<file path="config.mk">
export PLATFORM = sky130hd
export DESIGN_NAME = vec_vsetvl_unit
export DESIGN_NICKNAME = d
export VERILOG_FILES = /design/src/rtl/vec_vsetvl_unit_pkg.sv /design/src/rtl/vec_vsetvl_unit_vlmax_calc.sv /design/src/rtl/vec_vsetvl_unit.sv
export SDC_FILE = /design/constraint.sdc
export NUM_CORES = 1
export LEC_CHECK = 0
export ABC_AREA = 1
export BUFFER_PORTS_ARGS = -buffer_cell sky130_fd_sc_hd__buf_2
export CAP_MARGIN = 20
export CORE_UTILIZATION = 58
export CTS_BUF_LIST = sky130_fd_sc_hd__clkbuf_8
export DETAILED_ROUTE_END_ITERATION = 6
export PLACE_DENSITY = 0.95
export RECOVER_POWER = 25
export SLEW_MARGIN = 20
export SYNTH_ARGS = -nofsm -noshare
export SYNTH_HDL_FRONTEND = slang
export SYNTH_HIERARCHICAL = 1
export SYNTH_SLANG_ARGS = --single-unit
export TNS_END_PERCENT = 30
</file>
<file path="constraint.sdc">
create_clock -name clk -period 10.9 [get_ports clk]
set_clock_uncertainty 0.1 [all_clocks]
set_input_delay 0.545 -clock clk [delete_from_list [all_inputs] [get_ports clk]]
set_output_delay 0.545 -clock clk [all_outputs]
set_load 0.02 [all_outputs]
</file>
<file path="src/rtl/vec_vsetvl_unit_pkg.sv">
// Shared vector-CSR definitions: vtype field encodings, vset decode constants
// and the vsetvl unit state encoding.
package vec_vsetvl_unit_pkg;

    typedef enum logic [2:0] {
        LMUL_1    = 3'd0,
        LMUL_2    = 3'd1,
        LMUL_4    = 3'd2,
        LMUL_8    = 3'd3,
        LMUL_RSVD = 3'd4,
        LMUL_F8   = 3'd5,
        LMUL_F4   = 3'd6,
        LMUL_F2   = 3'd7
    } vlmul_e;

    typedef enum logic [2:0] {
        EW_8  = 3'd0,
        EW_16 = 3'd1,
        EW_32 = 3'd2,
        EW_64 = 3'd3
    } vew_e;

    typedef enum logic [1:0] {
        IDLE   = 2'd0,
        CALC   = 2'd1,
        COMMIT = 2'd2,
        RESP   = 2'd3
    } vsetvl_state_e;

    localparam logic [6:0] VSET_OPCODE     = 7'h57;
    localparam logic [2:0] VSET_FUNCT3     = 3'b111;
    localparam logic [6:0] VSETVL_FUNCT7   = 7'b1000000;
    localparam int         VTYPE_VLMUL_LSB = 0;
    localparam int         VTYPE_VSEW_LSB  = 3;
    localparam int         VTYPE_VTA_BIT   = 6;
    localparam int         VTYPE_VMA_BIT   = 7;
    localparam int         VTYPE_FIELD_W   = 8;

    // VLMAX never exceeds VLEN (e8, m8), and is kept at least 11 bits wide.
    function automatic int vlmax_width(input int vlen);
        return ($clog2(vlen) + 1 > 11) ? $clog2(vlen) + 1 : 11;
    endfunction

endpackage

</file>
<file path="src/rtl/vec_vsetvl_unit_vlmax_calc.sv">
// Combinational VLMAX = (VLEN/SEW)*LMUL and vtype field legality check.
// Standalone so the CSR file can reuse it.
module vec_vlmax_calc
    import vec_vsetvl_unit_pkg::*;
#(
    parameter int VLEN    = 512,
    parameter int VLMAX_W = 11
) (
    input  vew_e               vsew,
    input  vlmul_e             vlmul,
    output logic [VLMAX_W-1:0] vlmax,
    output logic               vtype_legal
);

    logic [2:0]         sew_bits;
    logic [2:0]         lmul_bits;
    logic [VLMAX_W-1:0] elems_m1;

    assign sew_bits    = vsew;
    assign lmul_bits   = vlmul;
    // Fractional and reserved LMUL, and SEW above 64, are not supported.
    assign vtype_legal = !sew_bits[2] && !lmul_bits[2];
    assign elems_m1    = VLMAX_W'(VLEN) >> ({1'b0, sew_bits} + 4'd3);
    assign vlmax       = vtype_legal ? (elems_m1 << lmul_bits[1:0]) : '0;

endmodule

</file>
<file path="src/rtl/vec_vsetvl_unit.sv">
// vsetvli/vsetivli/vsetvl execution unit driving the vl/vtype CSR write port.
// Optional macro VSETVL_AVL_SPLIT_EN: AVL in (VLMAX, 2*VLMAX) yields vl=ceil(AVL/2).
module vec_vsetvl_unit
    import vec_vsetvl_unit_pkg::*;
#(
    parameter int XLEN = 32,
    parameter int VLEN = 512
) (
    input  logic            clk,
    input  logic            n_rst,
    input  logic [XLEN-1:0] inst,
    input  logic [XLEN-1:0] rs1_data,
    input  logic [XLEN-1:0] rs2_data,
    input  logic [XLEN-1:0] cur_vl,
    input  logic            req_valid,
    output logic            req_ready,
    output logic [XLEN-1:0] vl_out,
    output logic [XLEN-1:0] vtype_out,
    output logic            csrwr_en,
    output logic [XLEN-1:0] rd_data,
    output logic            rd_valid,
    input  logic            rd_ready,
    output logic            illegal,
    output logic            busy
);

    localparam int VLMAX_W = vlmax_width(VLEN);

    vsetvl_state_e      state;
    logic [XLEN-1:0]    inst_q, rs1_q, rs2_q, cur_vl_q;
    logic [4:0]         rs1_idx, rd_idx;
    logic               is_vset, is_vsetvli, is_vsetivli, is_vsetvl;
    logic               dec_illegal, vill, vtype_legal;
    logic [XLEN-1:0]    vtype_raw, avl, vlmax_x, vl_calc;
    logic [VLMAX_W-1:0] vlmax;

    assign rs1_idx     = inst_q[19:15];
    assign rd_idx      = inst_q[11:7];
    assign is_vset     = (inst_q[6:0] == VSET_OPCODE) && (inst_q[14:12] == VSET_FUNCT3);
    assign is_vsetvli  = !inst_q[31];
    assign is_vsetivli = (inst_q[31:30] == 2'b11);
    assign is_vsetvl   = (inst_q[31:25] == VSETVL_FUNCT7);
    assign dec_illegal = !is_vset || !(is_vsetvli || is_vsetivli || is_vsetvl);

    always_comb begin
        vtype_raw = rs2_q;
        if (is_vsetvli)
            vtype_raw = XLEN'(inst_q[30:20]);
        else if (is_vsetivli)
            vtype_raw = XLEN'(inst_q[29:20]);
    end

    vec_vlmax_calc #(.VLEN(VLEN), .VLMAX_W(VLMAX_W)) u_vlmax_calc (
        .vsew        (vew_e'(vtype_raw[VTYPE_VSEW_LSB +: 3])),
        .vlmul       (vlmul_e'(vtype_raw[VTYPE_VLMUL_LSB +: 3])),
        .vlmax       (vlmax),
        .vtype_legal (vtype_legal)
    );

    assign vill    = !vtype_legal || (|vtype_raw[XLEN-1:VTYPE_FIELD_W]);
    assign vlmax_x = XLEN'(vlmax);

    // rs1=x0 with rd!=x0 requests VLMAX; both x0 keeps the current vl.
    always_comb begin
        avl = cur_vl_q;
        if (is_vsetivli)
            avl = XLEN'(rs1_idx);
        else if (rs1_idx != 5'd0)
            avl = rs1_q;
        else if (rd_idx != 5'd0)
            avl = '1;
    end

    always_comb begin
        vl_calc = (avl < vlmax_x) ? avl : vlmax_x;
`ifdef VSETVL_AVL_SPLIT_EN
        if ((avl > vlmax_x) && ({1'b0, avl} < {vlmax_x, 1'b0}))
            vl_calc = (avl >> 1) + XLEN'(avl[0]);
`endif
    end

    always_ff @(posedge clk) begin
        if (state == IDLE && req_valid) begin
            inst_q   <= inst;
            rs1_q    <= rs1_data;
            rs2_q    <= rs2_data;
            cur_vl_q <= cur_vl;
        end
    end

    always_ff @(posedge clk) begin
        if (!n_rst) begin
            state     <= IDLE;
            req_ready <= 1'b1;
            busy      <= 1'b0;
            csrwr_en  <= 1'b0;
            rd_valid  <= 1'b0;
            illegal   <= 1'b0;
            rd_data   <= '0;
            vl_out    <= '0;
            vtype_out <= '0;
        end else begin
            case (state)
                IDLE: begin
                    if (req_valid) begin
                        state     <= CALC;
                        req_ready <= 1'b0;
                        busy      <= 1'b1;
                    end
                end
                CALC: begin
                    state   <= COMMIT;
                    illegal <= dec_illegal;
                    rd_data <= (dec_illegal || vill) ? '0 : vl_calc;
                    if (!dec_illegal) begin
                        csrwr_en  <= 1'b1;
                        vl_out    <= vill ? '0 : vl_calc;
                        vtype_out <= vill ? {1'b1, {(XLEN-1){1'b0}}}
                                          : {{(XLEN-VTYPE_FIELD_W){1'b0}}, vtype_raw[VTYPE_FIELD_W-1:0]};
                    end
                end
                COMMIT: begin
                    state    <= RESP;
                    csrwr_en <= 1'b0;
                    rd_valid <= 1'b1;
                end
                RESP: begin
                    if (rd_ready) begin
                        state     <= IDLE;
                        rd_valid  <= 1'b0;
                        req_ready <= 1'b1;
                        busy      <= 1'b0;
                    end
                end
                default: state <= IDLE;
            endcase
        end
    end

endmodule

</file>
Word-level counts from Yosys, hierarchy flattened
Index checks and enable logic that the tools add are counted.
{ "classes": {"add_sub_neg": 1, "order_cmp": 1, "n_eq_ne": 10, "shifts": 2, "mux": 22, "bitwise_logic": 1, "reduce_logical": 26} }
{ "ops": {"columns": ["cell", "count"], "rows": [
  ["$mux W32", 9],
  ["$lt A32 B11 Y1", 1],
  ["$reduce_or A24 Y1", 1],
  ["$eq A7 B7 Y1 const B", 2],
  ["$mux W11", 1],
  ["$shl A11 B2 Y11", 1],
  ["$shr A10 B4 Y11 const A", 1],
  ["$reduce_bool A5 Y1", 2],
  ["$pmux W1 S2", 4],
  ["$pmux W2 S4", 1],
  ["$reduce_and A2 Y1", 4],
  ["$eq A2 B2 Y1 const B", 3],
  ["$logic_not A1 Y1", 6],
  ["$ne A2 B2 Y1 const B", 3],
  ["$reduce_bool A2 Y1", 3],
  ["$logic_or A1 B1 Y1", 5],
  ["$mux W1", 5],
  ["$add A3 B2 Y4 const B", 1],
  ["$mux W2", 2],
  ["$eq A3 B3 Y1 const B", 1],
  ["$logic_and A1 B1 Y1", 3],
  ["$reduce_and A3 Y1", 1],
  ["$eq A2 B1 Y1 const B", 1],
  ["$logic_not A2 Y1", 1],
  ["$not A1 Y1", 1]
]} }
{ "word_totals": {"register_bits": 231, "input_bits": 132, "out_inout_bits": 101, "word_cells": 76} }

Logic depth before layout (Yosys ltp)
Gate-level depths: netlist of run 1.
{ "logic_depth": {"word_depth": 10, "depth_mapped": 23, "mapped_depth_nobuf": 21} }

By module
The synthesis of run 1 kept the hierarchy.
{ "by_module_without_submodules": {"columns": ["mod", "n_inst", "cells_each", "area_per_inst_um2", "seq_area_each_um2"], "rows": [
  ["vec_vsetvl_unit", 1, 701, 7908.8, 5445.2],
  ["vec_vlmax_calc", 1, 41, 205.2, 0.0]
]} }

Least setup slack after synthesis of run 1
OpenSTA, ideal clock, no wires.
{ "synth_path": {"path_type": "reg2reg", "start": "reg state[0]", "end": "reg req_ready", "setup_time_ns": 0.120, "arrival_time_ns": 3.518, "required_ns": 10.680, "setup_slack_ns": 7.162, "stages_incl_launch_ff": 8, "n_path_buf": 0, "synth_period_minus_slack_ns": 3.738, "path_cell_list": "dfxtp_1 > inv_1 > ha_1 > nand2_1 > inv_1 > nand2_1 > o21ai_0 > nand2_1"} }
{ "synth_via": {"elab_chain_cells": 3, "elab_cells_between_ends": 7, "classes_between": "eq/ne: 3; mux: 1; reduce/logical: 3"} }
{ "synth_lines": {"columns": ["element", "line", "text"], "rows": [
  ["start: declaration", "vec_vsetvl_unit.sv:29", "vsetvl_state_e state;"],
  ["start signal: assignment", "vec_vsetvl_unit.sv:93", "state <= IDLE;"],
  ["start signal: assignment", "vec_vsetvl_unit.sv:106", "state <= CALC;"],
  ["start signal: assignment", "vec_vsetvl_unit.sv:112", "state <= COMMIT;"],
  ["$eq A2 B2 Y1 / $logic_not A2 Y1 (equally long branches)", "vec_vsetvl_unit.sv:103", "case (state)"],
  ["$ne A2 B2 Y1 (no source line) / $reduce_bool A2 Y1 (equally long branches)", null, null],
  ["$reduce_and A3 Y1 (no source line)", null, null],
  ["end signal: assignment", "vec_vsetvl_unit.sv:94", "req_ready <= 1'b1;"],
  ["end signal: assignment", "vec_vsetvl_unit.sv:107", "req_ready <= 1'b0;"],
  ["end signal: assignment", "vec_vsetvl_unit.sv:131", "req_ready <= 1'b1;"],
  ["end: declaration", "vec_vsetvl_unit.sv:16", "output logic req_ready,"]
]} }
Parallel ways exist; a longest one is shown, timed or not.
A chain may end at the register's enable or synchronous reset.

Final worst setup path of run 1
{ "layout_path": {"start": "reg inst_q[30]", "end": "reg rd_data[9]"} }
{ "layout_via": {"elab_chain_cells": 10, "elab_cells_between_ends": 23, "classes_between": "add/sub: 1; order compare: 1; eq/ne: 2; shift: 2; mux: 6; reduce/logical: 11"} }
{ "layout_lines": {"columns": ["element", "line", "text"], "rows": [
  ["start: declaration", "vec_vsetvl_unit.sv:30", "logic [XLEN-1:0] inst_q, rs1_q, rs2_q, cur_vl_q;"],
  ["start signal: assignment", "vec_vsetvl_unit.sv:84", "inst_q <= inst;"],
  ["$eq A2 B2 Y1 (*)", "vec_vsetvl_unit.sv:41", "assign is_vsetivli = (inst_q[31:30] == 2'b11);"],
  ["$mux W32 (*)", "vec_vsetvl_unit.sv:49", "else if (is_vsetivli)"],
  ["$mux W32 (*)", "vec_vsetvl_unit.sv:47", "if (is_vsetvli)"],
  ["net vtype_raw[5]", "vec_vsetvl_unit.sv:34", "logic [XLEN-1:0] vtype_raw, avl, vlmax_x, vl_calc;"],
  ["$add A3 B2 Y4", "vec_vsetvl_unit_vlmax_calc.sv:23", "assign elems_m1 = VLMAX_W'(VLEN) >> ({1'b0, sew_bits} + 4'd3);"],
  ["$shr A10 B4 Y11", "vec_vsetvl_unit_vlmax_calc.sv:23", null],
  ["$shl A11 B2 Y11", "vec_vsetvl_unit_vlmax_calc.sv:24", "assign vlmax = vtype_legal ? (elems_m1 << lmul_bits[1:0]) : '0;"],
  ["$mux W11 (*)", "vec_vsetvl_unit_vlmax_calc.sv:24", null],
  ["net vlmax[6]", "vec_vsetvl_unit.sv:35", "logic [VLMAX_W-1:0] vlmax;"],
  ["$lt A32 B11 Y1 (*)", "vec_vsetvl_unit.sv:75", "vl_calc = (avl < vlmax_x) ? avl : vlmax_x;"],
  ["$mux W32 (*)", "vec_vsetvl_unit.sv:75", null],
  ["$mux W32 (*)", "vec_vsetvl_unit.sv:114", "rd_data <= (dec_illegal || vill) ? '0 : vl_calc;"],
  ["end signal: assignment", "vec_vsetvl_unit.sv:114", null],
  ["end: declaration", "vec_vsetvl_unit.sv:20", "output logic [XLEN-1:0] rd_data,"]
]} }
Mark *: on every way through the listed nets, which the timed path passes. The rest lies on a longest branch.

==> qor.txt, run 1 <==
Crit path max fanout -> 12
Synth unique cells -> 35
Sequential fraction of the synthesis area -> 67.11%
Die X -> 120.3 microns
Critical Path Sink Type -> register
Final hold slack -> 0.07560 ns
CP peak stage delay -> 0.55 ns
Hold crit path type -> input pin to register
1st-iter DRT viols -> 476
Unrepaired setup endpoints after global routing -> false
Setup TNS Final -> 0 ns
Total of max-cap violations -> 0
Post CTS Setup Buffer Count -> 0
Hold EP -> rs1_q[13]$_DFFE_PP_
Hold Buf Count CTS -> 0
Max H-tree Level -> 1
Tot GR Track Use -> 24.94%
First-pass GRT wire length -> 27810 microns
WL per Instance -> 15.58 microns
Number of synthesized register bits -> 208
Relative slew margins -> 31.20%
Detailed placement HPWL -> 12380 microns
Reg2Reg Setup Slack -> 6.67 ns
Worst-path clk slew -> 0.07 ns
Hold_sp -> rs1_data[13]
Worst Setup Start Kind -> register
Reg area -> 5445 sq um
Crit-path most repeated cell -> nand2_1
CORE AREA -> 13450 sq um
Initial antenna violation count -> 2
Avg Vias per Cell -> 5.207
Clock sinks -> 208
Synth Cell Area -> 8114 sq um
Die ar. -> 14470 sq um
Setup violators final -> 0
Post-Syn Area per Cell -> 10.94 sq um
Remaining global-route overflow -> 0
CP Cell Sequence -> nor2_1 -> inv_1 -> nand2_1 -> nand2_1 -> inv_1 -> nand3_1 -> nand3_1 -> nand2_1 -> nor2_1 -> inv_1 -> ha_1 -> nand2_1 -> nor2_1 -> a211oi_1 -> nand2_1 -> nand2_1 -> nand2_2 -> nand2_2 -> nand3_2 -> a21oi_1
Worst-case clock buffer depth -> 3
Row count -> 42
PortBufs -> 209
Lkg Pwr -> 0.004157 uW
Critical path required time -> 11.24 ns
Clock period minus worst slack -> 4.230 ns
Io pins -> 233
Syn-to-layout area delta -> 19.66%
Status -> complete, no violations
Max Fclk -> 236.4 MHz
Worst hold path depth -> 1
Worst-margin pin slew -> 1.031 ns
DRT antenna net count -> 0
GP Congestion -> 0.8316
Largest net degree at the start of global routing -> 77
Post_cts resized -> 0
CTS Buf Count -> 31
Fraction of layout cells with a size suffix above 1 -> 29.68%
Filler cells -> 920
Drt total wl -> 17980 microns
DRC viols -> 0
Final Max Slew Viols -> 0
Critical Path AT -> 4.57 ns
CTS tree -> built
Nets -> 1100
Vias post-DR -> 6009
Reg2reg start -> inst_q[30]$_DFFE_PP_
Highest-delay cell along the critical path -> nor2_1
Initial cell density of the core -> 60.31%
Vias in the first global route -> 5919
Critical path class -> register to register
Total iterations of the first detailed-routing run -> 5
Hold Vio Cnt, Final -> 0
R2r endpoint -> rd_data[9]$_SDFFE_PN0N_
Power Dens Cells -> 200.9 nW/um^2
Fin crit share -> 38.81%
Root buffer cell -> clkbuf_8
YS warnings -> 6
Worst-Skew Late Latency -> 0.54 ns
Die Ht -> 120.3 microns
Multi-input gate area -> 2226 sq um
Post-Synthesis Cells -> 742
Register-to-Register Path Depth -> 20
Maximum vdd ir drop -> 0.1446 mV
-- area by class of cell --
| cell class | count | area share, % |
|---|---|---|
| Sequential cell | 208 | 56.08 |
| Multi-Input combinational cell | 449 | 22.93 |
| Timing Repair Buffer | 211 | 10.93 |
| Clock buffer | 31 | 4.394 |
| Tap cell | 176 | 2.268 |
| Inverter | 53 | 2.088 |
| Clock inverter | 25 | 1.289 |
| Antenna cell | 1 | 0.02577 |
-- report_power, final --
part / leakage, uW / total, uW / switching, uW / internal [uW]
logic: 0.00198 / 353 / 252 / 101
clock network: 0.000329 / 565 / 278 / 287
registers: 0.00185 / 1030 / 40.2 / 993
-- kinds of logic after synthesis --
| group | Yosys count | synth area share [%] |
|---|---|---|
| flip-flops | 208 | 67.11 |
| AND/OR/NAND/NOR | 308 | 16.99 |
| adder cells (fa/ha/maj) | 14 | 2.159 |
| other | 2 | 0.09256 |
| AO/OA/AOI/OAI | 100 | 7.001 |
| buffers and inverters | 110 | 6.646 |
-- cell usage after synthesis --
cell type	count	area, sq um
o21ai_0	31	155.2
o21ai_1	1	5.000
nand3_1	28	140.1
conb_1	2	7.510
nand2_2	12	75.07
nor2_4	3	33.78
ha_1	14	175.2
buf_6	2	22.52
o211ai_1	3	22.52
o41ai_1	1	8.760
o22ai_1	6	37.54
inv_1	52	195.2
buf_4	28	210.2
or2_2	3	18.77
dfxtp_1	80	1602
inv_2	1	3.750
a21oi_1	41	205.2
o221ai_1	6	52.55
nor4_1	5	31.28
nand3_2	11	110.1
edfxtp_1	128	3844
a211oi_1	3	22.52
nor3_1	1	5.000
nor2_1	93	349.1
a31oi_1	1	6.260
o21a_1	5	37.54
nand2_1	134	503.0
buf_1	3	11.26
clkbuf_1	19	71.32
nand4_1	7	43.79
buf_2	5	25.02
and3_1	1	6.260
a21boi_0	1	7.510
nor2_2	10	62.56
o21bai_1	1	7.510
-- flip-flops by register name, summed over array words and instances (netlist names), 2 cells and up --
signal / cells
rd_data: 32
vtype_out: 9
rs1_q: 32
rs2_q: 32
vl_out: 32
cur_vl_q: 32
inst_q: 32
state: 2
-- worst max-delay path: cells and delay by family (launching register included) --
family,cells,cell delay (ns)
flops,1,0.41
compound gates,2,0.38
fa+ha+maj,1,0.30
simple gates,14,2.34
buf+inv,3,0.60
-- layout by cell type (no fill, tap or decap), drive strengths merged, types with 6 or more instances in the layout --
cell type | netlist | layout
buf | 38 | 211
ha | 14 | 14
edfxtp | 128 | 128
o22ai | 6 | 6
nor2 | 106 | 106
clkinv | 0 | 13
dfxtp | 80 | 80
clkbuf | 19 | 31
nand4 | 7 | 7
inv | 53 | 64
a21oi | 41 | 41
o221ai | 6 | 6
nand2 | 146 | 146
conb | 2 | 27
nand3 | 39 | 39
o21ai | 32 | 32
-- per-stage QoR --
stage          utilization [%]  setup WS, ns  area (sq um)  cells  total power, uW
6_report                 72.17         6.670          9709   1154             1951
2_1_floorplan                -         7.162          8208    767             1305
3_5_place_dp             68.04         6.777          9154   1097             1393
4_1_cts                  72.14         6.725          9706   1153             1960
5_1_grt                  72.17         6.232          9709   1154             2044
3_3_place_gp             68.04         6.953          9154   1097             1370
-- worst max-delay path by stage --
| stage | to | slack (ns) | cells after the start | from |
|---|---|---|---|---|
| after floorplan | req_ready$_SDFFE_PN1P_ | 7.16 | 7 | state[0]$_SDFFE_PN0P_ |
| after global placement | vl_out[0]$_SDFFE_PN0P_ | 6.95 | 20 | inst_q[30]$_DFFE_PP_ |
| after detailed placement | rd_data[0]$_SDFFE_PN0N_ | 6.78 | 16 | inst_q[17]$_DFFE_PP_ |
| after CTS | rd_data[9]$_SDFFE_PN0N_ | 6.72 | 20 | inst_q[30]$_DFFE_PP_ |
| after global routing | rd_data[9]$_SDFFE_PN0N_ | 6.23 | 20 | inst_q[30]$_DFFE_PP_ |
| final | rd_data[9]$_SDFFE_PN0N_ | 6.67 | 20 | inst_q[30]$_DFFE_PP_ |
-- layer usage --
layer,global-route usage (%),share of wire [%]
met3,6.321,7.2
met5,0,0.067
met1,26.43,36
met2,44.29,50
met4,15.51,6.4
No activity file was read; power rests on OpenSTA's default activity.
==> inputs of run 2 (changes only) <==
--- a/config.mk
+++ b/config.mk
@@ -8,10 +8,10 @@
 export ABC_AREA = 1
 export BUFFER_PORTS_ARGS = -buffer_cell sky130_fd_sc_hd__buf_2
 export CAP_MARGIN = 20
-export CORE_UTILIZATION = 58
+export CORE_UTILIZATION = 54
 export CTS_BUF_LIST = sky130_fd_sc_hd__clkbuf_8
 export DETAILED_ROUTE_END_ITERATION = 6
-export PLACE_DENSITY = 0.95
+export PLACE_DENSITY = 0.94
 export RECOVER_POWER = 25
 export SLEW_MARGIN = 20
 export SYNTH_ARGS = -nofsm -noshare
==> constraint.sdc (replaced) <==
create_clock -name clk -period 4.4 [get_ports clk]
set_clock_uncertainty 0.1 [all_clocks]
set_input_delay 0.22 -clock clk [delete_from_list [all_inputs] [get_ports clk]]
set_output_delay 0.22 -clock clk [all_outputs]
set_load 0.02 [all_outputs]
==> qor.txt, run 2 (synthesis results as in run 1) <==
Critical Path Sink Type -> register
Nets -> 1238 (+13%)
Setup TNS Final -> 0 ns (unchanged)
Fin crit share -> 86.43% (+48 points)
CORE AREA -> 14590 sq um (+8.4%)
Clock period minus worst slack -> 3.803 ns (-0.4273 ns)
Crit-path most repeated cell -> nand2_1
Max H-tree Level -> 2 (+1)
Worst-path clk slew -> 0.07 ns (about the same)
1st-iter DRT viols -> 629 (+32%)
Max Fclk -> 263.0 MHz (+11%)
Total iterations of the first detailed-routing run -> 6 (+1)
Die Ht -> 124.6 microns (+3.6%)
Commonest non-fill, non-tap cell in the layout -> buf_2
Detailed placement HPWL -> 12440 microns (+0.47%)
Critical path class -> register to register
Initial antenna violation count -> 0 (-2)
Highest-delay cell along the critical path -> nand2_2
PortBufs -> 209 (unchanged)
Reg2Reg Setup Slack -> 0.60 ns (-6.07 ns)
Critical Path AT -> 4.15 ns (-0.42 ns)
Maximum vdd ir drop -> 0.3025 mV (+110%)
First-pass GRT wire length -> 36230 microns (+30%)
Critical path required time -> 4.75 ns (-6.49 ns)
Syn-to-layout area delta -> 37.16%
Power Dens Cells -> 465.2 nW/um^2 (+130%)
Post_cts resized -> 0 (unchanged)
Total of max-cap violations -> 0 (unchanged)
Vias in the first global route -> 7151 (+21%)
CTS Buf Count -> 34 (+9.7%)
Worst-Skew Late Latency -> 0.53 ns (about the same)
DRC viols -> 0 (unchanged)
Avg Vias per Cell -> 5.337 (+2.5%)
Hold Vio Cnt, Final -> 0 (unchanged)
WL per Instance -> 17.94 microns (+15%)
Initial cell density of the core -> 55.62% (-4.7 points)
Root buffer cell -> clkbuf_8
CP Cell Sequence -> nor2_1 -> nand2_1 -> nor2_1 -> nand2_2 -> o221ai_1 -> inv_1 -> ha_1 -> a21oi_1 -> nor2_1 -> a211oi_1 -> nand2_1 -> nand2_1 -> nand2_2 -> nand2_1 -> nand3_1 -> a21oi_1
CP peak stage delay -> 0.46 ns (-0.09 ns)
PnR Total Power -> 5178 uW (+170%)
Setup violators final -> 0 (unchanged)
Tot GR Track Use -> 30.05% (+5.1 points)
Relative slew margins -> 31.02% (-0.18 points)
Die ar. -> 15520 sq um (+7.3%)
Largest net degree at the start of global routing -> 69 (-10%)
Most frequent cells in the layout -> 194 x buf_2, 134 x nand2_1, 130 x dlygate4sd3_1
Row count -> 44 (+4.8%)
Final Max Slew Viols -> 0 (unchanged)
GP Congestion -> 0.7897 (-5.0%)
Drt total wl -> 23340 microns (+30%)
Critical path buffers and inverters -> 1 (-2)
Status -> complete, no violations
CTS tree -> built
CP top delay family -> simple AND/OR/NAND/NOR gates
Post-DP Area -> 9226 sq um (+0.79%)
Vias post-DR -> 6944 (+16%)
Crit path max fanout -> 31 (+19)
Fraction of layout cells with a size suffix above 1 -> 25.25% (-4.4 points)
N_diodes -> 0 (-1)
Remaining global-route overflow -> 0 (unchanged)
Worst Setup Start Kind -> register
DRT antenna net count -> 0 (unchanged)
Lkg Pwr -> 0.004724 uW (+14%)
Worst-case clock buffer depth -> 3 (unchanged)
Unrepaired setup endpoints after global routing -> false
Worst-margin pin slew -> 1.034 ns (+0.002682 ns)
Post-layout instance area -> 11130 sq um (+15%)
Clock sinks -> 208 (unchanged)
Hold crit path type -> input pin to register
Io pins -> 233 (unchanged)
Die X -> 124.6 microns (+3.6%)
[run 2: cell types whose count changed in the layout (fill, tap and decap cells not counted), moves of 4 or more]
cell / change
clkbuf_1: +14
clkinv_2: -5
buf_2: -15
dlygate4sd3_1: +130
clkbuf_8: +4
[run 2: cell type report]
cell class              instances  area (sq um)
clock buffers                  35         481.7
fillers                       876          3460
repair buffers                346          2434
inverters                      53         201.4
well taps                     184         230.2
flip-flops and latches        208          5445
multi-input cells             449          2226
clock inverters                26         111.4
[run 2: stage by stage]
stage / hold slack, ns / worst slack (ns) / instances / util [%]
after floorplan: 0.1890 / 0.6624 / 767 / -
after global placement: 0.2961 / 0.9595 / 1108 / 63.05
after detailed placement: 0.2981 / 0.7927 / 1109 / 63.24
after CTS: 0.1034 / 0.7245 / 1300 / 76.23
after global routing: 0.1747 / 0.2397 / 1301 / 76.29
final: 0.1394 / 0.5970 / 1301 / 76.29
[run 2: worst reg2reg max path, stage by stage, from the launching register on]
cell      delay [ns]
edfxtp_1        0.41
nor2_1          0.16
nand2_1         0.09
nor2_1          0.22
nand2_2         0.46
o221ai_1        0.41
inv_1           0.08
ha_1            0.31
a21oi_1         0.17
nor2_1          0.06
a211oi_1        0.17
nand2_1         0.08
nand2_1         0.30
nand2_2         0.31
nand2_1         0.13
nand3_1         0.10
a21oi_1         0.18
[run 2: final timing paths]
path / startpoint / to / depth (start not counted)
worst max-delay path: inst_q[9]$_DFFE_PP_ / vl_out[0]$_SDFFE_PN0P_ / 16
worst min-delay path: req_valid / state[1]$_SDFFE_PN0P_ / 3
worst max register to register: inst_q[9]$_DFFE_PP_ / vl_out[0]$_SDFFE_PN0P_ / 16
worst min register to register: vl_out[15]$_SDFFE_PN0P_ / vl_out[15]$_SDFFE_PN0P_ / 2
[run 2: repair_timing]
action / CTS / global route
setup buffers: 0 / 0
hold buffers: 130 / 0
hold endpoints to repair: 133 / 0
endpoints found under the setup margin: 0 / 0
[run 2: routing by layer]
layer / share of wire, % / GRT usage, % / up-vias
met4: 6.9 / 20.91 / 0
li1: - / - / 3157
met3: 6.3 / 5.455 / 116
met5: 0 / 0 / -
met2: 51 / 53.14 / 417
met1: 36 / 32.47 / 3254
[run 2: power by group]
part	switching, uW	leakage [uW]	internal (uW)
sequential	123	0.00185	2460
clock	786	0.000350	744
combinational	698	0.00252	368
total	1610	0.00472	3570
==> inputs of run 3 (changes only) <==
--- a/config.mk
+++ b/config.mk
@@ -5,13 +5,13 @@
 export SDC_FILE = /design/constraint.sdc
 export NUM_CORES = 1
 export LEC_CHECK = 0
-export ABC_AREA = 1
 export BUFFER_PORTS_ARGS = -buffer_cell sky130_fd_sc_hd__buf_2
 export CAP_MARGIN = 20
-export CORE_UTILIZATION = 54
+export CORE_ASPECT_RATIO = 1.25
+export CORE_UTILIZATION = 53
 export CTS_BUF_LIST = sky130_fd_sc_hd__clkbuf_8
 export DETAILED_ROUTE_END_ITERATION = 6
-export PLACE_DENSITY = 0.94
+export PLACE_DENSITY_LB_ADDON = 0.1
 export RECOVER_POWER = 25
 export SLEW_MARGIN = 20
 export SYNTH_ARGS = -nofsm -noshare
==> qor.txt, run 3 <==
Worst-margin pin slew -> 1.010 ns (-0.02309 ns)
N_diodes -> 0 (unchanged)
Die ar. -> 15180 sq um (-2.2%)
Async S/R FF share, synth -> 0% (unchanged)
Unrepaired setup endpoints after global routing -> false
Fraction of layout cells with a size suffix above 1 -> 27.38% (+2.1 points)
CORE AREA -> 14350 sq um (-1.7%)
Crit. Startpoint -> inst_q[31]$_DFFE_PP_
CTS tree -> built
Final hold slack -> 0.1158 ns (-0.02368 ns)
Vias in the first global route -> 6143 (-14%)
PortBufs -> 209 (unchanged)
Reg2reg start -> inst_q[31]$_DFFE_PP_
Synth Cell Area -> 7785 sq um (-4.1%)
Finished Layout Cells -> 1146 (-12%)
YS warnings -> 6 (unchanged)
Largest cells by area after synthesis -> edfxtp_1 49%, dfxtp_1 21%, and2_1 3.5%
Post-Syn Area per Cell -> 13.17 sq um (+20%)
Clock period minus worst slack -> 3.912 ns (+0.1087 ns)
Maximum vdd ir drop -> 0.3708 mV (+23%)
Die X -> 110.4 microns (-11%)
Sequential fraction of the synthesis area -> 69.95% (+2.8 points)
Setup TNS Final -> 0 ns (unchanged)
Multi-input gate area -> 2092 sq um (-6.0%)
Worst-case clock buffer depth -> 3 (unchanged)
Io pins -> 233 (unchanged)
Total of max-cap violations -> 0 (unchanged)
Max Fclk -> 255.6 MHz (-2.8%)
Largest net degree at the start of global routing -> 82 (+19%)
Worst Setup Start Kind -> register
Initial antenna violation count -> 0 (unchanged)
Commonest non-fill, non-tap cell in the layout -> buf_2
Root buffer cell -> clkbuf_8
Status -> complete, no violations
Hold Vio Cnt, Final -> 0 (unchanged)
Top-area cell type share of the netlist area -> 49.37% (+2.0 points)
First-pass GRT wire length -> 29290 microns (-19%)
Post-layout instance area -> 10780 sq um (-3.1%)
1st-iter DRT viols -> 285 (-55%)
Fin crit share -> 88.90% (+2.5 points)
Crit path max fanout -> 11 (-65%)
GP Congestion -> 0.8796 (+11%)
Filler cells -> 904 (+3.2%)
Worst-path clk slew -> 0.06 ns (about the same)
Setup crit end -> rd_data[4]$_SDFFE_PN0N_
Most frequent cell after synthesis -> edfxtp_1
Nets -> 1093 (-12%)
Worst-Skew Late Latency -> 0.54 ns (about the same)
Avg Vias per Cell -> 5.155 (-3.4%)
Detailed placement HPWL -> 10960 microns (-12%)
Lkg Pwr -> 0.004536 uW (-4.0%)
Remaining global-route overflow -> 0 (unchanged)
Number of synthesized register bits -> 208 (unchanged)
Row count -> 49 (+11%)
Tot GR Track Use -> 24.39% (-5.7 points)
Pre-CTS WS -> 0.3556 ns (-0.4371 ns)
Drt total wl -> 18760 microns (-20%)
Setup violators final -> 0 (unchanged)
Clock sinks -> 208 (unchanged)
Max H-tree Level -> 1 (-1)
Post CTS Setup Buffer Count -> 0 (unchanged)
Power Dens Cells -> 461.9 nW/um^2 (-0.70%)
Register-to-Register Path Depth -> 12 (-4)
Synth cell count leaders -> 128 x edfxtp_1, 80 x dfxtp_1, 44 x and2_1
Critical Path Sink Type -> register
Syn-to-layout area delta -> 38.51%
EDFF count, synth -> 128 (unchanged)
Initial cell density of the core -> 54.26% (-1.4 points)
Critical Path AT -> 4.21 ns (+0.06 ns)
Reg area -> 5445 sq um (unchanged)
Relative slew margins -> 32.63% (+1.6 points)
Synth unique cells -> 53 (+51%)
Most used DFF post-synth -> edfxtp_1
Critical path required time -> 4.70 ns (-0.05 ns)
DRC viols -> 0 (unchanged)
Leading area contributor after synthesis -> edfxtp_1
Final Max Slew Viols -> 0 (unchanged)
DRT antenna net count -> 0 (unchanged)
Vias post-DR -> 5908 (-15%)
Reg2Reg Setup Slack -> 0.49 ns (-0.11 ns)
Post-Synthesis Cells -> 591 (-20%)
Total iterations of the first detailed-routing run -> 5 (-1)
CTS Buf Count -> 31 (-8.8%)
Most frequent cells in the layout -> 203 x buf_2, 131 x dlygate4sd3_1, 128 x edfxtp_1
WL per Instance -> 16.37 microns (-8.7%)
Post-Place Cells -> 961 (-13%)
R2r endpoint -> rd_data[4]$_SDFFE_PN0N_
Final WS setup -> 0.4883 ns (-0.1087 ns)
Post-DP Area -> 8917 sq um (-3.3%)
Hold crit path type -> input pin to register
Die Ht -> 137.5 microns (+10%)
Critical path class -> register to register
-- run 3: cell types whose count changed after synthesis, moves of 8 or more --
cell,previous run,this run
a21oi_1,41,10
and2_1,0,44
inv_1,52,19
nand2_1,134,37
nand2_2,12,0
nand3_2,11,0
nand4b_1,0,8
nor2_1,93,38
nor2_2,10,0
nor3_1,1,14
nor4_1,5,17
o21ai_0,31,17
-- run 3: what timing repair did --
action | in CTS | in global routing
endpoints found under the setup margin | 0 | 1
hold buffers | 131 | 0
resized for setup | 0 | 1
hold endpoints to repair | 133 | 0
-- run 3: area by class of cell --
type                            instances  area share [%]
Sequential cell                       208           50.50
Timing Repair Buffer                  346           22.21
Clock inverter                         22           1.056
Clock buffer                           32           4.084
Inverter                               19          0.6846
Tap cell                              178           2.065
Multi-Input combinational cell        341           19.40
-- run 3: logic make-up (layout without fill, tap and decap cells) --
logic type               Yosys count  in the layout  share of synthesized area [%]
multiplexers                      10             10                          1.382
flip-flops                       208            208                          69.95
AND/OR/NAND/NOR                  223            223                          15.85
XOR/XNOR                           1              1                         0.1125
buffers and inverters             67            419                          4.709
AO/OA/AOI/OAI                     66             66                          5.657
adder cells (fa/ha/maj)           14             14                          2.250
other                              2             27                        0.09647
-- run 3: per-stage QoR --
stage / utilization (%) / power [uW]
final: 75.16 / 4981
after global routing: 75.16 / 5210
after CTS: 75.16 / 4954
after detailed placement: 62.16 / 3468
after global placement: 62.10 / 3426
after floorplan: - / 3259
-- run 3: per-layer routing --
layer  global-route usage [%]  wire (microns)  vias up  share of wire [%]
met5                        0               0        -                  0
met4                    12.44             737        0                3.9
met3                    5.279            1188       62                6.3
met2                    44.27            9708      247                 52
met1                    27.12            7128     2789                 38
li1                         -               -     2810                  -
-- run 3: power by group --
group | switching [uW] | internal [uW] | total [uW]
combinational | 596 | 351 | 947
sequential | 121 | 2490 | 2610
clock | 692 | 728 | 1420
-- run 3: critical path, stage by stage, from the launching register on --
cell and delay (ns):
edfxtp_1 0.43, nand2b_2 0.27, mux2_2 0.46, or4b_1 0.54, a31oi_1 0.19, inv_1 0.09
ha_1 0.30, nand4_1 0.10, a211o_1 0.28, o211ai_1 0.21, nand4_1 0.41, nand4b_1 0.28
nand3_1 0.10
-- run 3: worst min-delay path by stage --
stage	start	endpoint	slack (ns)	cells past startpoint
2_1_floorplan	n_rst	req_ready$_SDFFE_PN1P_	0.20	1
3_3_place_gp	rs2_data[30]	rs2_q[30]$_DFFE_PP_	0.30	1
3_5_place_dp	rs2_data[29]	rs2_q[29]$_DFFE_PP_	0.30	1
4_1_cts	req_valid	busy$_SDFFE_PN0P_	0.07	5
5_1_grt	req_valid	busy$_SDFFE_PN0P_	0.13	5
6_report	req_valid	busy$_SDFFE_PN0P_	0.12	5
